### src/rtl/taiga_machine_timer.sv
// RISC-V machine timer: 64-bit mtime/mtimecmp behind a single-cycle register bus.
// Optional software interrupt (msip at word 4) is built only when MTIMER_SOFT_IRQ_EN is defined.
module taiga_machine_timer #(
  parameter int unsigned TICK_DIV = 1
) (
  input  logic        clk,
  input  logic        rst_n,
  input  logic        req,
  input  logic        we,
  input  logic [2:0]  addr,
  input  logic [3:0]  be,
  input  logic [31:0] wdata,
  output logic        ack,
  output logic [31:0] rdata,
  output logic        timer_interrupt,
  output logic        soft_interrupt
);

  localparam logic [2:0]  ADDR_MTIME_LO = 3'd0;
  localparam logic [2:0]  ADDR_MTIME_HI = 3'd1;
  localparam logic [2:0]  ADDR_CMP_LO   = 3'd2;
  localparam logic [2:0]  ADDR_CMP_HI   = 3'd3;
  localparam logic [2:0]  ADDR_MSIP     = 3'd4;
  localparam logic [15:0] COUNT_MAX     = 16'(TICK_DIV - 1);

  logic [63:0] mtime, mtime_next;
  logic [63:0] mtimecmp, cmp_next;
  logic [31:0] hi_snap, snap_next;
  logic [31:0] rdata_next;
  logic [15:0] count, count_next;
  logic        tick;
  logic        wr_req, rd_req;

`ifdef MTIMER_SOFT_IRQ_EN
  logic msip;
`endif

  function automatic logic [31:0] merge_bytes(input logic [31:0] old_val,
                                              input logic [31:0] new_val,
                                              input logic [3:0]  byte_en);
    logic [31:0] merged;
    merged = old_val;
    for (int i = 0; i < 4; i++) begin
      if (byte_en[i]) merged[8*i +: 8] = new_val[8*i +: 8];
    end
    return merged;
  endfunction

  assign tick       = (count == COUNT_MAX);
  assign count_next = tick ? 16'd0 : count + 16'd1;
  assign wr_req     = req & we;
  assign rd_req     = req & ~we;

  // NOTE: every variable driven here gets a default first, so no latch can be inferred.
  always_comb begin
    mtime_next = tick ? mtime + 64'd1 : mtime;
    cmp_next   = mtimecmp;
    snap_next  = hi_snap;

    // A software write to either half of mtime replaces the tick increment for that cycle.
    if (wr_req && (be != 4'd0)) begin
      case (addr)
        ADDR_MTIME_LO: mtime_next = {mtime[63:32], merge_bytes(mtime[31:0], wdata, be)};
        ADDR_MTIME_HI: begin
          mtime_next = {merge_bytes(mtime[63:32], wdata, be), mtime[31:0]};
          snap_next  = merge_bytes(mtime[63:32], wdata, be);
        end
        ADDR_CMP_LO:   cmp_next = {mtimecmp[63:32], merge_bytes(mtimecmp[31:0], wdata, be)};
        ADDR_CMP_HI:   cmp_next = {merge_bytes(mtimecmp[63:32], wdata, be), mtimecmp[31:0]};
        default:       ;
      endcase
    end

    // Reading the low word freezes the high word so a lo-then-hi read pair is coherent.
    if (rd_req && (addr == ADDR_MTIME_LO)) snap_next = mtime[63:32];
  end

  always_comb begin
    rdata_next = 32'd0;
    if (rd_req) begin
      case (addr)
        ADDR_MTIME_LO: rdata_next = mtime[31:0];
        ADDR_MTIME_HI: rdata_next = hi_snap;
        ADDR_CMP_LO:   rdata_next = mtimecmp[31:0];
        ADDR_CMP_HI:   rdata_next = mtimecmp[63:32];
`ifdef MTIMER_SOFT_IRQ_EN
        ADDR_MSIP:     rdata_next = {31'd0, msip};
`endif
        default:       rdata_next = 32'd0;
      endcase
    end
  end

  // NOTE: state registers use non-blocking assignments so every flop samples pre-edge values.
  always_ff @(posedge clk or negedge rst_n) begin
    if (!rst_n) begin
      mtime           <= 64'd0;
      mtimecmp        <= '1;
      count           <= 16'd0;
      hi_snap         <= 32'd0;
      ack             <= 1'b0;
      rdata           <= 32'd0;
      timer_interrupt <= 1'b0;
    end else begin
      mtime           <= mtime_next;
      mtimecmp        <= cmp_next;
      count           <= count_next;
      hi_snap         <= snap_next;
      ack             <= req;
      rdata           <= rdata_next;
      timer_interrupt <= (mtime_next >= cmp_next);
    end
  end

`ifdef MTIMER_SOFT_IRQ_EN
  always_ff @(posedge clk or negedge rst_n) begin
    if (!rst_n) begin
      msip           <= 1'b0;
      soft_interrupt <= 1'b0;
    end else begin
      if (wr_req && (addr == ADDR_MSIP) && be[0]) msip <= wdata[0];
      soft_interrupt <= msip;
    end
  end
`else
  assign soft_interrupt = 1'b0;
`endif

endmodule

### config.mk
export PLATFORM = sky130hd
export DESIGN_NAME = taiga_machine_timer
export DESIGN_NICKNAME = d
export VERILOG_FILES = /design/src/rtl/taiga_machine_timer.sv
export SDC_FILE = /design/constraint.sdc
export NUM_CORES = 1
export LEC_CHECK = 0
export CORE_UTILIZATION = 65
export DETAILED_ROUTE_END_ITERATION = 6
export HOLD_SLACK_MARGIN = 0.06
export MAX_ROUTING_LAYER = met4
export PLACE_DENSITY = 0.87
export RECOVER_POWER = 25
export SYNTH_ARGS = -nofsm -noshare
export SYNTH_HDL_FRONTEND = slang
export SYNTH_SLANG_ARGS = --single-unit
### constraint.sdc
create_clock -name clk -period 6.3 [get_ports clk]
set_clock_uncertainty 0.2 [all_clocks]
set_input_delay 0.63 -clock clk [delete_from_list [all_inputs] [get_ports clk]]
set_output_delay 0.63 -clock clk [all_outputs]
set_load 0.03 [all_outputs]
# Word level (Yosys, flattened, before mapping)
# Index checks and enable logic that the tools add are counted.
# W data, S select, Z words.
# totals
out_inout_bits	35
inputBits	43
ff_bits	210
word_cells	51
# classes
n_lt_le_gt_ge	1
bitwise	3
reduce_logical	8
n_mux	27
addsub	2
eq_ne	3
# op_table
cell	n
$pmux W64 S2	2
$mux W64	3
$mux W32	4
$mux W8	16
$pmux W32 S4	1
$add A64 B1 Y64 const B	1
$ge A64 B64 Y1	1
$add A16 B1 Y16 const B	1
$logic_not A16 Y1	1
$mux W16	1
$eq A3 B2 Y1 const B	2
$reduce_bool A2 Y1	2
$reduce_bool A4 Y1	1
$eq A3 B1 Y1 const B	1
$logic_not A3 Y1	1
$and A1 B1 Y1	2
$logic_and A1 B1 Y1	2
$reduce_and A2 Y1	1
$not A1 Y1	1

# Logic depth before layout (Yosys ltp)
# Gate-level depths: netlist of run 1.
# logic_depth
ltp_word	5
mapped_depth	17
ltp_nobuf	15

# Least setup slack after synthesis of run 1
# No wires, ideal clock.
# synth_timing
kind	input -> register
start	input addr[1]
end	register timer_interrupt
arrival_time_ns	3.875
cell_stages	15
setup_slack_ns	2.089
path_cell_list	buf_2 > or2_1 > clkbuf_1 > nor3_2 > or4_1 > or2_1 > o31a_1 > a211oi_1 > ha_1 > and2_0 > a221o_1 > a221oi_1 > o21ai_0 > a221oi_1 > o41ai_1
# synth_via
elab_chain_cells	4
# synth_lines
item	line_no	text
start: declaration	10	input logic [2:0] addr,
$eq A3 B1 Y1 / $logic_not A3 Y1 (equally long branches)	62	case (addr)
$pmux W64 S2 (*)	62	
$mux W64 (*)	61	if (wr_req && (be != 4'd0)) begin
net mtime_next[55]	26	logic [63:0] mtime, mtime_next;
$ge A64 B64 Y1 (*)	111	timer_interrupt <= (mtime_next >= cmp_next);
end signal: assignment	111	
end: declaration	15	output logic timer_interrupt,
# The timed path passes the listed nets; every way through them passes the cells marked *.
# A chain may end at the register's enable or synchronous reset.

# Worst setup path in the final report of run 1
# layout_timing
start	register count[8]
end	register timer_interrupt
# layout_via
elab_chain_cells	5
# layout_lines
item	line_no	text
start: declaration	30	logic [15:0] count, count_next;
start signal: assignment	107	count <= count_next;
$logic_not A16 Y1 (*)	49	assign tick = (count == COUNT_MAX);
$mux W64 (*)	56	mtime_next = tick ? mtime + 64'd1 : mtime;
$pmux W64 S2	62	
$mux W64 (*)	61	
net mtime_next[60]	26	
$ge A64 B64 Y1 (*)	111	
# Marks and branches as above.

==> run_summary.xml, run 1 <==
<?xml version="1.0" encoding="UTF-8"?>
<metrics>
  <group name="run_status">
    <metric name="outcome" unit="">complete, but fails checks</metric>
    <metric name="failed_checks" unit="">design-rule violations</metric>
  </group>
  <group name="setup_path">
    <metric name="crit_fanout" unit="">6</metric>
    <metric name="criticalPathCategory" unit="">reg -&gt; reg</metric>
    <metric name="worst_ep_arrival_time" unit="ps">5450</metric>
    <metric name="crit_path_end_kind" unit="">flop</metric>
    <metric name="start_kind" unit="">flop</metric>
    <metric name="required" unit="ps">6510</metric>
  </group>
  <group name="global_routing">
    <metric name="grt_max_degree" unit="">101</metric>
    <metric name="wire_length_of_the_first_global_routing_pass" unit="um">57200</metric>
    <metric name="grt_pass1_vias" unit="">10666</metric>
    <metric name="overflow_after_grt" unit="">0</metric>
    <metric name="total_global_routing_track_utilization" unit="%">39.3</metric>
    <metric name="grt_antenna_before_repair" unit="">0</metric>
  </group>
  <group name="cells_and_area">
    <metric name="final_layout_size_suffix_gt1_share" unit="%">16.1</metric>
    <metric name="nFillCells" unit="">1266</metric>
    <metric name="synthToLayoutAreaGrowth" unit="%">14.0</metric>
    <metric name="number_of_antenna_repair_diodes" unit="">0</metric>
    <metric name="finalNetCount" unit="">1421</metric>
    <metric name="final_util" unit="%">76.5</metric>
    <metric name="stdcell_area" unit="um2">13900</metric>
  </group>
  <group name="flow_run">
    <metric name="cap_violations" unit="">0</metric>
  </group>
  <group name="placement">
    <metric name="detailed_place_hpwl" unit="um">25400</metric>
    <metric name="placed_cell_area" unit="um2">13200</metric>
    <metric name="gpl_wtd_cong" unit="">0.998</metric>
    <metric name="numPortBuffers" unit="">76</metric>
  </group>
  <group name="clock_network">
    <metric name="cts_htree_levels" unit="">1</metric>
    <metric name="clock_insertion_delay_worst_skew" unit="ps">510</metric>
    <metric name="clkTransAtPathRegs" unit="ps">60</metric>
    <metric name="cts.sinks" unit="">210</metric>
    <metric name="cts.path.max_buffers" unit="">3</metric>
    <metric name="cts-root-buf" unit="">sky130_fd_sc_hd__clkbuf_16</metric>
    <metric name="tritoncts" unit="">yes</metric>
    <metric name="postCtsSetupRepairBufs" unit="">0</metric>
    <metric name="cts_inserted_buffers" unit="">23</metric>
  </group>
  <group name="drt">
    <metric name="routed_wl_per_cell" unit="um">23.2</metric>
    <metric name="wirelength" unit="um">36100</metric>
    <metric name="remaining_drc_errors" unit="">7</metric>
    <metric name="drt-pass1-iter-count" unit="">7</metric>
    <metric name="num_vias" unit="">10837</metric>
    <metric name="post_drt_via_cell_ratio" unit="">6.96</metric>
    <metric name="drt-initial-drc-count" unit="">1340</metric>
    <metric name="ant_nets" unit="">0</metric>
  </group>
  <group name="yosys">
    <metric name="netlist_area_pre_place" unit="um2">12200</metric>
    <metric name="synth_area_leader_cell" unit="">sky130_fd_sc_hd__dfrtp_1</metric>
    <metric name="mappedNetlistNets" unit="">1354</metric>
    <metric name="synthMostInstantiatedCell" unit="">sky130_fd_sc_hd__nor2_1</metric>
    <metric name="synth-edff-count" unit="">0</metric>
    <metric name="synth.yosys.seq_area_share" unit="%">43.7</metric>
    <metric name="yosys.cell_types.count" unit="">68</metric>
    <metric name="syn_area_per_cell" unit="um2">9.82</metric>
    <metric name="ys.warnings.count" unit="">0</metric>
    <metric name="synthTopCellsByArea" unit="">sky130_fd_sc_hd__dfrtp_1 (30%), sky130_fd_sc_hd__dfstp_2 (14%), sky130_fd_sc_hd__ha_1 (6.9%), sky130_fd_sc_hd__mux4_2 (5.7%), sky130_fd_sc_hd__nor2_1 (4.5%)</metric>
    <metric name="synth_top_cell_area_share" unit="%">29.9</metric>
    <metric name="postSynth.asyncResetShare" unit="%">100</metric>
    <metric name="yosys-top-cells-count" unit="">sky130_fd_sc_hd__nor2_1 (148), sky130_fd_sc_hd__dfrtp_1 (146), sky130_fd_sc_hd__a21oi_1 (88), sky130_fd_sc_hd__inv_1 (83), sky130_fd_sc_hd__nand2_1 (81)</metric>
    <metric name="gate_count_post_synth" unit="">1244</metric>
    <metric name="postSynth.topFlopCell" unit="">sky130_fd_sc_hd__dfrtp_1</metric>
    <metric name="ys_ff_latch" unit="">210</metric>
  </group>
  <group name="sta">
    <metric name="rsz_0062_raised_after_global_routing" unit="">no</metric>
    <metric name="finalCritPeriodShare" unit="%">83.3</metric>
    <metric name="max_slew_margin" unit="%">26.5</metric>
    <metric name="min_period" unit="ps">5250</metric>
    <metric name="total_count_of_hold_check_failures_in_the_final_report" unit="">0</metric>
    <metric name="setup_viol" unit="">0</metric>
    <metric name="setup_total_negative_slack" unit="ps">0</metric>
    <metric name="total_count_of_max_transition_violations_in_the_final_report" unit="">0</metric>
    <metric name="pin_slew_with_the_least_headroom_to_its_limit" unit="ps">1090</metric>
    <metric name="achievable-frequency" unit="MHz">190</metric>
  </group>
  <group name="die">
    <metric name="die_y" unit="um">139</metric>
    <metric name="core_region_area" unit="um2">18200</metric>
    <metric name="initial_core_util" unit="%">67.1</metric>
    <metric name="io-pin-count" unit="">78</metric>
    <metric name="fp-row-count" unit="">49</metric>
    <metric name="die_w" unit="um">139</metric>
    <metric name="die_area" unit="um2">19400</metric>
  </group>
  <group name="power_and_ir_drop">
    <metric name="post-layout-total-power" unit="uW">4490</metric>
    <metric name="power.ir.vdd_worst" unit="V">0.000278</metric>
    <metric name="static-leakage-power" unit="uW">0.00566</metric>
    <metric name="power_density" unit="nW/um2">322</metric>
  </group>
  <group name="min_path">
    <metric name="timing.hold.worst.class" unit="">reg -&gt; reg</metric>
  </group>
</metrics>
-- path summary, 6_finish.rpt --
check	depth (start not counted)	slack (ps)	from	endpoint
max	13	1050	count[8]$_DFF_PN0_	timer_interrupt$_DFF_PN0_
min	1	290	count[15]$_DFF_PN0_	count[15]$_DFF_PN0_
min reg2reg	1	290	count[15]$_DFF_PN0_	count[15]$_DFF_PN0_
max in group asynchronous	3	4000	rst_n	hi_snap[27]$_DFFE_PN0P_
min in group asynchronous	2	580	rst_n	count[12]$_DFF_PN0_
max reg2reg	13	1050	count[8]$_DFF_PN0_	timer_interrupt$_DFF_PN0_
-- worst max-delay path, cell delays in order (launching register included) --
cell,delay [ps]
sky130_fd_sc_hd__dfrtp_1,430
sky130_fd_sc_hd__nor4_1,520
sky130_fd_sc_hd__nand4_1,490
sky130_fd_sc_hd__nor3_1,1010
sky130_fd_sc_hd__and4_1,480
sky130_fd_sc_hd__a311oi_1,140
sky130_fd_sc_hd__nor3_1,260
sky130_fd_sc_hd__ha_1,170
sky130_fd_sc_hd__nand4_1,110
sky130_fd_sc_hd__nor3_1,340
sky130_fd_sc_hd__nand4_1,190
sky130_fd_sc_hd__nor4_1,430
sky130_fd_sc_hd__nand3_1,130
sky130_fd_sc_hd__o41ai_1,240
-- final cells by class --
type	instances	area, um2	area share [%]
Sequential cell	210	5340	38.3
Tap cell	229	287	2.06
Timing Repair Buffer	94	905	6.49
Multi-Input combinational cell	898	6360	45.7
Clock inverter	4	47.5	0.341
Inverter	84	315	2.26
Clock buffer	37	678	4.87
-- sequential cells by signal, summed over array words and instances (netlist names) --
signal           flops
ack                  1
rdata               32
hi_snap             32
timer_interrupt      1
mtime               64
mtimecmp            64
count               16
-- timing repair --
item,4_1_cts,5_1_grt
endpoints found under the hold margin,54,0
hold buffers,1,0
gates resized for setup,0,0
-- logic make-up after synthesis --
family / count (synthesis) / synth area share [%]
AND/OR/NAND/NOR: 469 / 19.3
flip-flops: 210 / 43.7
AO/OA/AOI/OAI: 252 / 13.3
buffers and inverters: 136 / 4.33
multiplexers: 87 / 10.9
XOR/XNOR: 22 / 1.58
other: 1 / 0.0307
adder cells (fa/ha/maj): 67 / 6.86
-- power breakdown --
group | switching (uW) | internal, uW
clock network | 542 | 774
logic | 680 | 570
registers | 279 | 1640
-- cells in the final DEF (no fill, tap or decap), types with 36 or more instances in the layout --
cell	netlist	final
sky130_fd_sc_hd__dfrtp_1	146	146
sky130_fd_sc_hd__mux2_2	47	47
sky130_fd_sc_hd__a21oi_1	88	88
sky130_fd_sc_hd__nand3_1	51	51
sky130_fd_sc_hd__inv_1	83	83
sky130_fd_sc_hd__dfstp_2	64	64
sky130_fd_sc_hd__ha_1	67	67
sky130_fd_sc_hd__nand2_1	81	81
sky130_fd_sc_hd__clkdlybuf4s50_1	0	72
sky130_fd_sc_hd__o22ai_1	36	36
sky130_fd_sc_hd__nand4_1	38	38
sky130_fd_sc_hd__nor2_1	148	148
-- metal layers --
metal	share of wire (%)	track usage, %
met2	46	59.5
met3	11	8.43
met5	0	-
met1	39	51.7
met4	4.2	15.9
-- stage by stage --
| step | cells | setup WS (ps) | hold slack (ps) |
|---|---|---|---|
| finish | 1556 | 1050 | 292 |
| global route | 1556 | 1000 | 316 |
| CTS | 1556 | 1320 | 296 |
| detailed placement | 1514 | 914 | 273 |
| global placement | 1514 | 1110 | 268 |
| floorplan | 1244 | 2090 | 134 |
Power figures use the tool's default switching activity.
==> inputs of run 2 (changes only) <==
--- a/config.mk
+++ b/config.mk
@@ -5,11 +5,11 @@
 export SDC_FILE = /design/constraint.sdc
 export NUM_CORES = 1
 export LEC_CHECK = 0
-export CORE_UTILIZATION = 65
+export CORE_UTILIZATION = 54
 export DETAILED_ROUTE_END_ITERATION = 6
 export HOLD_SLACK_MARGIN = 0.06
 export MAX_ROUTING_LAYER = met4
-export PLACE_DENSITY = 0.87
+export PLACE_DENSITY = 0.78
 export RECOVER_POWER = 25
 export SYNTH_ARGS = -nofsm -noshare
 export SYNTH_HDL_FRONTEND = slang
==> constraint.sdc (replaced) <==
create_clock -name clk -period 4.28 [get_ports clk]
set_clock_uncertainty 0.2 [all_clocks]
set_input_delay 0.428 -clock clk [delete_from_list [all_inputs] [get_ports clk]]
set_output_delay 0.428 -clock clk [all_outputs]
set_load 0.03 [all_outputs]
==> run 2 against run 1 <==
- the run still ends with design-rule violations left
- sequential share of layout area shrank 3.8 points
- register-to-register slack worse by 960 ps
- sequential cell count did not move
- combinational power is 72% higher
- final cell count increased by 13%
- largest cell class unchanged
==> run_summary.xml, run 2 (synthesis results as in run 1) <==
<?xml version="1.0" encoding="UTF-8"?>
<metrics>
  <group name="run_status">
    <metric name="outcome" unit="">complete, but fails checks</metric>
    <metric name="failed_checks" unit="">design-rule violations</metric>
  </group>
  <group name="clock_network">
    <metric name="cts_inserted_buffers" unit="">24</metric>
    <metric name="tritoncts" unit="">yes</metric>
    <metric name="cts_htree_levels" unit="">1</metric>
    <metric name="cts.sinks" unit="">210</metric>
    <metric name="cts.path.max_buffers" unit="">3</metric>
    <metric name="clkTransAtPathRegs" unit="ps">60</metric>
    <metric name="clock_insertion_delay_worst_skew" unit="ps">530</metric>
    <metric name="cts-root-buf" unit="">sky130_fd_sc_hd__clkbuf_16</metric>
  </group>
  <group name="power_and_ir_drop">
    <metric name="static-leakage-power" unit="uW">0.00655</metric>
    <metric name="power_density" unit="nW/um2">456</metric>
    <metric name="power.ir.vdd_worst" unit="V">0.000302</metric>
  </group>
  <group name="die">
    <metric name="die_y" unit="um">152</metric>
    <metric name="fp-row-count" unit="">54</metric>
    <metric name="die_area" unit="um2">23200</metric>
    <metric name="die_w" unit="um">152</metric>
    <metric name="initial_core_util" unit="%">55.5</metric>
    <metric name="io-pin-count" unit="">78</metric>
    <metric name="core_region_area" unit="um2">22000</metric>
  </group>
  <group name="setup_path">
    <metric name="critPathTopFamily" unit="">compound AO/OA/AOI/OAI gates</metric>
    <metric name="critPathMaxStageDelay" unit="ps">600</metric>
    <metric name="criticalPathCategory" unit="">reg -&gt; reg</metric>
    <metric name="crit_buf_inv" unit="">1</metric>
    <metric name="start_kind" unit="">flop</metric>
    <metric name="crit_fanout" unit="">5</metric>
    <metric name="critical-path-slowest-cell" unit="">sky130_fd_sc_hd__or4b_4</metric>
    <metric name="ff2ff_setup_slack" unit="ps">90</metric>
    <metric name="worstReg2RegStart" unit="">mtime[17]$_DFF_PN0_</metric>
    <metric name="critical-path-top-cell-by-count" unit="">sky130_fd_sc_hd__a21oi_1</metric>
    <metric name="required" unit="ps">4480</metric>
    <metric name="crit_path_end_kind" unit="">flop</metric>
    <metric name="worst_ep_arrival_time" unit="ps">4400</metric>
    <metric name="worstRegToRegCells" unit="">13</metric>
    <metric name="crit-reg2reg-capture" unit="">timer_interrupt$_DFF_PN0_</metric>
    <metric name="crit_chain" unit="">nand4_2 &gt; or3_1 &gt; or4b_4 &gt; o31ai_1 &gt; a21oi_1 &gt; a311oi_1 &gt; ha_1 &gt; nand4_1 &gt; inv_1 &gt; a21oi_1 &gt; o21ai_0 &gt; a221oi_2 &gt; o41ai_2</metric>
  </group>
  <group name="min_path">
    <metric name="hold_path_startpoint" unit="">count[15]$_DFF_PN0_</metric>
    <metric name="whs_path_depth" unit="">1</metric>
    <metric name="terminating_pin_of_the_worst_hold_path" unit="">count[15]$_DFF_PN0_</metric>
    <metric name="timing.hold.worst.class" unit="">reg -&gt; reg</metric>
  </group>
  <group name="drt">
    <metric name="ant_nets" unit="">0</metric>
    <metric name="post_drt_via_cell_ratio" unit="">6.35</metric>
    <metric name="drt-pass1-iter-count" unit="">7</metric>
    <metric name="drt-initial-drc-count" unit="">1081</metric>
    <metric name="wirelength" unit="um">38700</metric>
    <metric name="remaining_drc_errors" unit="">3</metric>
    <metric name="routed_wl_per_cell" unit="um">22.0</metric>
    <metric name="num_vias" unit="">11193</metric>
  </group>
  <group name="placement">
    <metric name="detailed_place_hpwl" unit="um">28700</metric>
    <metric name="numPortBuffers" unit="">76</metric>
    <metric name="gpl_wtd_cong" unit="">0.989</metric>
    <metric name="pre_cts_ws" unit="ps">-472</metric>
  </group>
  <group name="sta">
    <metric name="min_period" unit="ps">4190</metric>
    <metric name="setup_viol" unit="">0</metric>
    <metric name="total_count_of_max_transition_violations_in_the_final_report" unit="">0</metric>
    <metric name="total_count_of_hold_check_failures_in_the_final_report" unit="">0</metric>
    <metric name="final.setup.worst_slack" unit="ps">88.6</metric>
    <metric name="pin_slew_with_the_least_headroom_to_its_limit" unit="ps">1090</metric>
    <metric name="setup_total_negative_slack" unit="ps">0</metric>
    <metric name="achievable-frequency" unit="MHz">239</metric>
    <metric name="hold_slack" unit="ps">295</metric>
    <metric name="finalCritPeriodShare" unit="%">97.9</metric>
    <metric name="max_slew_margin" unit="%">27.2</metric>
    <metric name="rsz_0062_raised_after_global_routing" unit="">yes</metric>
  </group>
  <group name="cells_and_area">
    <metric name="reg_top3" unit="">mtime: 64 flops, mtimecmp: 64 flops</metric>
    <metric name="commonest_non_fill_non_tap_cell_in_the_layout" unit="">sky130_fd_sc_hd__buf_4</metric>
    <metric name="final_layout_size_suffix_gt1_share" unit="%">26.9</metric>
    <metric name="synthToLayoutAreaGrowth" unit="%">26.5</metric>
    <metric name="mostFrequentLayoutCells" unit="">sky130_fd_sc_hd__buf_4 (162), sky130_fd_sc_hd__nor2_1 (148), sky130_fd_sc_hd__dfrtp_1 (146)</metric>
    <metric name="nFillCells" unit="">1678</metric>
    <metric name="number_of_antenna_repair_diodes" unit="">0</metric>
    <metric name="finalNetCount" unit="">1574</metric>
  </group>
  <group name="global_routing">
    <metric name="grt_antenna_before_repair" unit="">0</metric>
    <metric name="grt_pass1_vias" unit="">11249</metric>
    <metric name="grt_max_degree" unit="">126</metric>
    <metric name="total_global_routing_track_utilization" unit="%">34.9</metric>
    <metric name="wire_length_of_the_first_global_routing_pass" unit="um">61500</metric>
    <metric name="overflow_after_grt" unit="">0</metric>
  </group>
  <group name="flow_run">
    <metric name="cap_violations" unit="">0</metric>
  </group>
</metrics>
-- run 2: cell count changes in the layout (fill, tap and decap cells not counted), sizes merged --
cell      before  now
bufinv         1    2
clkbuf        38   36
buf           19  170
clkinvlp       1    0
clkinv         3    9
-- run 2: how the worst max path moves through the flow --
| stage | startpoint | endpoint | slack [ps] | depth (start not counted) |
|---|---|---|---|---|
| finish | mtime[17]$_DFF_PN0_ | timer_interrupt$_DFF_PN0_ | 90 | 13 |
| detailed placement | be[1] | timer_interrupt$_DFF_PN0_ | -470 | 15 |
| CTS | count[0]$_DFF_PN0_ | timer_interrupt$_DFF_PN0_ | 6 | 17 |
| global placement | be[1] | timer_interrupt$_DFF_PN0_ | -340 | 14 |
| global route | count[0]$_DFF_PN0_ | timer_interrupt$_DFF_PN0_ | -80 | 17 |
| floorplan | addr[1] | timer_interrupt$_DFF_PN0_ | 270 | 15 |
-- run 2: where the power goes --
part / total (uW) / internal [uW] / switching, uW
Clock: 2170 / 1300 / 871
Combinational: 2150 / 1010 / 1130
Sequential: 2740 / 2420 / 326
Total: 7060 / 4730 / 2330
-- run 2: what timing repair did --
action | 4_1_cts | 5_1_grt
hold buffers | 1 | 0
endpoints found under the hold margin | 93 | 0
setup endpoints to repair | 1 | 1
resized for setup | 8 | 24
buffers inserted | 0 | 2
pin swaps | 1 | 6
-- run 2: layer usage --
metal  part of all wire [%]  vias up  track usage [%]  wire length (um)
li1                       -     5007                -                 -
met1                     41     5510             46.0             15900
met2                     47      574             54.9             18100
met3                    8.7      102             5.60              3350
met4                    3.4        0             12.4              1330
met5                      0        -                -                 0
-- run 2: layout make-up --
cell class	count	area [um2]	area share (%)
well taps	280	350	2.27
multi-input cells	898	6530	42.2
inverters	84	315	2.04
clock buffers	34	719	4.65
clock inverters	10	123	0.793
repair buffers	246	2100	13.6
flip-flops and latches	210	5340	34.5
-- run 2: per-stage QoR --
| stage | cells | area [um2] | utilization (%) | power (uW) |
|---|---|---|---|---|
| after floorplan | 1244 | 12200 | - | 3970 |
| after global placement | 1715 | 14400 | 65.5 | 4750 |
| after detailed placement | 1715 | 14400 | 65.5 | 4830 |
| after CTS | 1760 | 15300 | 69.6 | 7000 |
| after global routing | 1762 | 15500 | 70.2 | 7380 |
| final | 1762 | 15500 | 70.2 | 7060 |
